==> src/rtl/unary_add_pkg.sv <==
`default_nettype none
// +-----------------------------------------------------------------------+
// | unary_add_pkg : shared types and helpers for the N-channel unary adder|
// | rev 1.0                                                               |
// +-----------------------------------------------------------------------+
package unary_add_pkg;

   typedef enum logic [1:0] {
      ACC  = 2'd0,
      EMIT = 2'd1,
      DONE = 2'd2
   } state_t;

   function automatic int sum_width(input int nch, input int maxlen);
      return $clog2(nch * maxlen + 1);
   endfunction

   // Adds with one spare carry bit so the clip never sees a wrapped value.
   function automatic logic [31:0] sat_add(input logic [31:0] a,
                                           input logic [31:0] b,
                                           input logic [31:0] limit);
      logic [32:0] s;
      s = {1'b0, a} + {1'b0, b};
      return (s > {1'b0, limit}) ? limit : s[31:0];
   endfunction

endpackage
`default_nettype wire

==> src/rtl/unary_popcount.sv <==
`default_nettype none
// +-----------------------------------------------------------------------+
// | unary_popcount : combinational count of set bits across all channels  |
// | rev 1.0                                                               |
// +-----------------------------------------------------------------------+
module unary_popcount #(
   parameter  int NCH = 2,
   localparam int PW  = $clog2(NCH + 1)
) (
   input  logic [NCH-1:0] din,
   output logic [PW-1:0]  count
);

   always_comb begin
      count = '0;
      for (int i = 0; i < NCH; i++) begin
         count = count + PW'(din[i]);
      end
   end

endmodule
`default_nettype wire

==> src/rtl/unary_add_nch.sv <==
`default_nettype none
// +-----------------------------------------------------------------------+
// | unary_add_nch : N-channel saturating unary adder with unary re-emission|
// | rev 1.0                                                               |
// +-----------------------------------------------------------------------+
module unary_add_nch
   import unary_add_pkg::*;
#(
   parameter  int NCH     = 2,
   parameter  int MAXLEN  = 15,
   parameter  int OUT_MAX = 30,
   localparam int SW      = sum_width(NCH, MAXLEN)
) (
   input  logic           clk,
   input  logic           rst_n,
   input  logic           en,
   input  logic           read_or_write,
   input  logic [NCH-1:0] din,
   output logic           dout,
   output logic           C,
   output logic [SW-1:0]  sum_o,
   output logic           done
);

   localparam int          PW        = $clog2(NCH + 1);
   localparam logic [31:0] ACC_MAX   = 32'((64'd1 << SW) - 64'd1);
   localparam logic [SW-1:0] OUT_MAX_W = SW'(OUT_MAX);

   state_t        state, state_n;
   logic [SW-1:0] acc, acc_n;
   logic [SW-1:0] rem, rem_n;
   logic          dout_n, c_n, done_n;
   logic [PW-1:0] pop;
   logic [SW-1:0] base;
   logic [SW-1:0] acc_sat;
   logic [SW-1:0] load;

   unary_popcount #(.NCH(NCH)) u_popcount (
      .din   (din),
      .count (pop)
   );

   // Leaving EMIT/DONE for a new frame starts from an empty sum.
   assign base    = (state == ACC) ? acc : '0;
   assign acc_sat = SW'(sat_add(32'(base), 32'(pop), ACC_MAX));
   assign load    = (acc > OUT_MAX_W) ? OUT_MAX_W : acc;
   assign sum_o   = acc;

   always_ff @(posedge clk or negedge rst_n) begin
      if (!rst_n) begin
         state <= ACC;
         acc   <= '0;
         rem   <= '0;
         dout  <= 1'b0;
         C     <= 1'b0;
         done  <= 1'b0;
      end else begin
         state <= state_n;
         acc   <= acc_n;
         rem   <= rem_n;
         dout  <= dout_n;
         C     <= c_n;
         done  <= done_n;
      end
   end

   always_comb begin
      state_n = state;
      acc_n   = acc;
      rem_n   = rem;
      dout_n  = dout;
      c_n     = C;
      done_n  = 1'b0;
      if (en) begin
         if (!read_or_write) begin
            state_n = ACC;
            acc_n   = acc_sat;
            c_n     = (acc_sat > OUT_MAX_W);
            rem_n   = '0;
            dout_n  = 1'b0;
         end else begin
            case (state)
               ACC: begin
                  if (load == '0) begin
                     state_n = DONE;
                     done_n  = 1'b1;
                     dout_n  = 1'b0;
                  end else begin
                     state_n = EMIT;
                     rem_n   = load;
                     dout_n  = 1'b1;
                  end
               end
               // rem counts the 1s still to show, including the one on dout now.
               EMIT: begin
                  if (rem == SW'(1)) begin
                     state_n = DONE;
                     rem_n   = '0;
                     dout_n  = 1'b0;
                     done_n  = 1'b1;
                  end else begin
                     rem_n  = rem - SW'(1);
                     dout_n = 1'b1;
                  end
               end
               DONE: begin
                  dout_n = 1'b0;
               end
               default: begin
                  state_n = ACC;
               end
            endcase
         end
      end
   end

endmodule
`default_nettype wire

==> config.mk <==
export PLATFORM = sky130hd
export DESIGN_NAME = unary_add_nch
export DESIGN_NICKNAME = d
export VERILOG_FILES = /design/src/rtl/unary_add_pkg.sv /design/src/rtl/unary_popcount.sv /design/src/rtl/unary_add_nch.sv
export SDC_FILE = /design/constraint.sdc
export NUM_CORES = 1
export LEC_CHECK = 0
export ABC_CLOCK_PERIOD_IN_PS = 3800
export CORE_MARGIN = 10
export CORE_UTILIZATION = 25
export CTS_CLUSTER_DIAMETER = 80
export DETAILED_ROUTE_END_ITERATION = 10
export SYNTH_ARGS = -nofsm -noshare
export SYNTH_HDL_FRONTEND = slang
export SYNTH_HIERARCHICAL = 1
export SYNTH_SLANG_ARGS = --single-unit
==> constraint.sdc <==
create_clock -name clk -period 3.8 [get_ports clk]
set_input_delay 0.95 -clock clk [delete_from_list [all_inputs] [get_ports clk]]
set_output_delay 0.95 -clock clk [all_outputs]
set_load 0.03 [all_outputs]
==> impl_metrics.tcl <==
set metrics [dict create \
    status "finished, final reports clean" \
    start_kind "input port" \
    htree_num_levels 1 \
    synthFlopType "dfrtp_1" \
    finalPower_mw 1.13 \
    dieWidth_um 87.0 \
    drt_first_pass_iters 4 \
    critical_path.startpoint "din[0]" \
    period_minus_slack_ns 3.21 \
    power_switching_uw 523 \
    clock-sinks 15 \
    synth-edff-count 0 \
    crit_path_max_incr_delay_ns 0.50 \
    internal_power_uw 608 \
    rows 24 \
    synth-seq-cells 15 \
    cap_viol_max_count 0 \
    initial_core_util 0.258 \
    wire_per_inst_um 14.0 \
    rsz0062_at_grt "false" \
    drc 0 \
    vias 965 \
    grt_pass1_vias 978 \
    timing.final.crit_share 0.845 \
    postCtsResizedCells 0 \
    yosysUniqueCellTypes 39 \
    synth_area_mm2 0.00112 \
    nets 153 \
    setup_viol 0 \
    combPwrFrac 0.612 \
    finalCoreUtilization 0.308 \
    cts_setup_buffers 0 \
    dp.final_hpwl_um 1990 \
    yosys_warnings 6 \
    clkPwrFrac 0.119 \
    critical_path_class "input port to register" \
    switching_share 0.463 \
    avgSynthCellArea_um2 8.99 \
    grt_max_degree 17 \
    tns_ns 0 \
    syn_nets 140 \
    nFillCells 441 \
    hold_viol_final 0 \
    die-area_mm2 0.00758 \
    seqPwrFrac 0.268 \
    gr-total-overflow 0 \
    drive_gt1_frac 0.0876 \
    ant_nets 0 \
    crit_required_ns 3.96 \
    fmax_mhz 311 \
    cts_made_buffers 3 \
    hp-start "dout" \
    vias_per_cell 5.11 \
    cp_max_fo 8 \
    syn_to_final_growth_pct 19.4 \
    slew_violations 0 \
    slew_headroom 0.532 \
    worstMarginPinSlew_ns 0.700 \
    max-clock-path-buffers 2 \
    diodes 0 \
    crit_path_frequent_cell "ha_1" \
    routabilityCongestion 0.847 \
    yosysSeqAreaShare 0.334 \
    grt_usage 0.0766 \
    hold_ws_ns 0.509 \
    clkTransAtPathRegs_ns 0.06 \
    cts_tree "built" \
    powerDensity_mw_per_mm2 843 \
    cpMaxStageDelayCell "or3b_2" \
    root_buffer "clkbuf_8" \
    routed_wl_um 2640 \
    hold_path_class "register to register" \
    grt_first_pass_wirelength_um 4700 \
    crit_chain "clkdlybuf4s50_1 > ha_1 > ha_1 > fa_1 > or3b_2 > mux2i_1 > a211oi_1 > o31ai_1" \
    synthArstFlopShare 1.00 \
    crit_arrival_ns 3.38 \
    syn-instance-count 125 \
    core_mm2 0.00435 \
    first_iter_violations 116 \
    clock_latency_ns 0.25 \
    ir_drop_v 0.000225 \
    r2r-start "state[0]" \
    io_pins 14 \
    portBuffers 13 \
    die_h_um 87.0 \
    antenna_found_initial 0 \
    endpoint_kind "register" \
    finalClockSkew_ns 0.000472 \
    leakagePower_nw 0.554 \
    hold_buffers 0 \
]
## metrics by stage
stage | cell area, um2 | cells | setup WS (ns)
5_1_grt | 1340 | 189 | 0.437
4_1_cts | 1340 | 189 | 0.555
3_5_place_dp | 1290 | 185 | 0.293
6_report | 1340 | 189 | 0.587
3_3_place_gp | 1290 | 185 | 0.429
2_1_floorplan | 1120 | 125 | 0.905
## critical path: cells and delay by family
family	cells	cell delay, ns
compound gates	2	0.33
fa+ha+maj	3	1.02
buf+inv	1	0.40
mux	1	0.16
simple gates	1	0.50
## path summary, 6_finish.rpt
| check | cells past startpoint | slack (ns) | endpoint |
|---|---|---|---|
| worst min register to register | 1 | 0.51 | dout |
| max in group asynchronous | 1 | 2.24 | dout |
| worst max-delay path | 8 | 0.59 | C |
| min in group asynchronous | 1 | 1.12 | sum_o[1] |
| worst max register to register | 9 | 0.95 | C |
| worst min-delay path | 1 | 0.51 | dout |
## synthesized netlist by cell type, drive strengths merged (2+ instances only)
| library cell | count | share of area |
|---|---|---|
| nand3b | 4 | 0.027 |
| nand3 | 3 | 0.013 |
| o22ai | 2 | 0.011 |
| buf | 2 | 0.014 |
| a21oi | 11 | 0.052 |
| a22o | 5 | 0.039 |
| nor3b | 2 | 0.013 |
| xnor2 | 2 | 0.016 |
| and2 | 2 | 0.011 |
| o21ai | 3 | 0.013 |
| nor3 | 3 | 0.013 |
| o31ai | 2 | 0.013 |
| nor2 | 16 | 0.056 |
| nand4 | 3 | 0.017 |
| a31oi | 2 | 0.011 |
| nand2 | 7 | 0.023 |
| o2bb2ai | 2 | 0.016 |
| inv | 7 | 0.023 |
| nand2b | 2 | 0.011 |
| mux2i | 4 | 0.036 |
| ha | 8 | 0.089 |
| clkbuf | 4 | 0.013 |
| or4b | 2 | 0.021 |
| dfrtp | 15 | 0.33 |
| or3b | 2 | 0.016 |
## cells in the final DEF, fill, tap and decap left out
cell type,netlist,layout
dfrtp_1,15,15
nor2_1,15,15
clkdlybuf4s50_1,0,13
a21oi_1,10,10
ha_1,8,8
inv_1,7,7
nand2_1,7,7
a22o_1,5,5
nand3b_1,4,4
mux2i_1,4,4
nor3_1,3,3
nand4_1,3,3
o21ai_0,3,3
nand3_1,3,3
clkbuf_8,0,3
and2_1,2,2
or3b_2,2,2
o2bb2ai_1,2,2
o31ai_1,2,2
a31oi_1,2,2
nand2b_1,2,2
o22ai_1,2,2
nor3b_1,2,2
xnor2_1,2,2
or2_2,1,1
or4b_4,1,1
nor2_2,1,1
o311ai_4,1,1
or4b_1,1,1
o41ai_1,1,1
nor2b_1,1,1
a21oi_2,1,1
o21a_1,1,1
o22a_1,1,1
nand4bb_1,1,1
a211oi_1,1,1
and3_1,1,1
fa_1,1,1
clkinv_2,0,1
buf_4,0,1
## area by class of cell
cell class	count	area [um2]	share of cell area
clock buffer	3	41.3	0.0308
clock inverter	1	5.00	0.00373
inverter	7	26.3	0.0196
multi-input combinational	97	691	0.515
sequential	15	375	0.280
tap	52	65.1	0.0485
timing repair buffer	14	138	0.103
## power groups by stage
| stage | Combinational (mW) | Clock, mW | Sequential (mW) |
|---|---|---|---|
| 6_report | 0.693 | 0.135 | 0.304 |
| 5_1_grt | 0.784 | 0.144 | 0.319 |
| 4_1_cts | 0.700 | 0.138 | 0.303 |
| 3_5_place_dp | 0.697 | 0 | 0.305 |
| 3_3_place_gp | 0.670 | 0 | 0.301 |
| 2_1_floorplan | 0.503 | 0 | 0.320 |
## sequential cells by signal, summed over array words and instances (netlist names)
register / cells
C: 1
done: 1
dout: 1
rem: 5
state: 2
sum_o: 5
## routing by layer
metal  track usage  routed length (um)  vias up
met5             0                   0        -
met4        0.0383                  51        0
met3        0.0290                 216        5
met2         0.111                1150       26
met1        0.0961                1220      458
li1              -                   -      476
## kinds of logic (layout without fill, tap and decap cells)
kind of cell | count (synthesis) | after routing | share of synthesized area
buf+inv | 13 | 25 | 0.0512
flops | 15 | 15 | 0.334
mux | 4 | 4 | 0.0356
fa+ha+maj | 9 | 9 | 0.107
compound gates | 32 | 32 | 0.208
xor+xnor | 2 | 2 | 0.0156
simple gates | 50 | 50 | 0.248
Note: power is estimated with default switching activity, not from simulation.
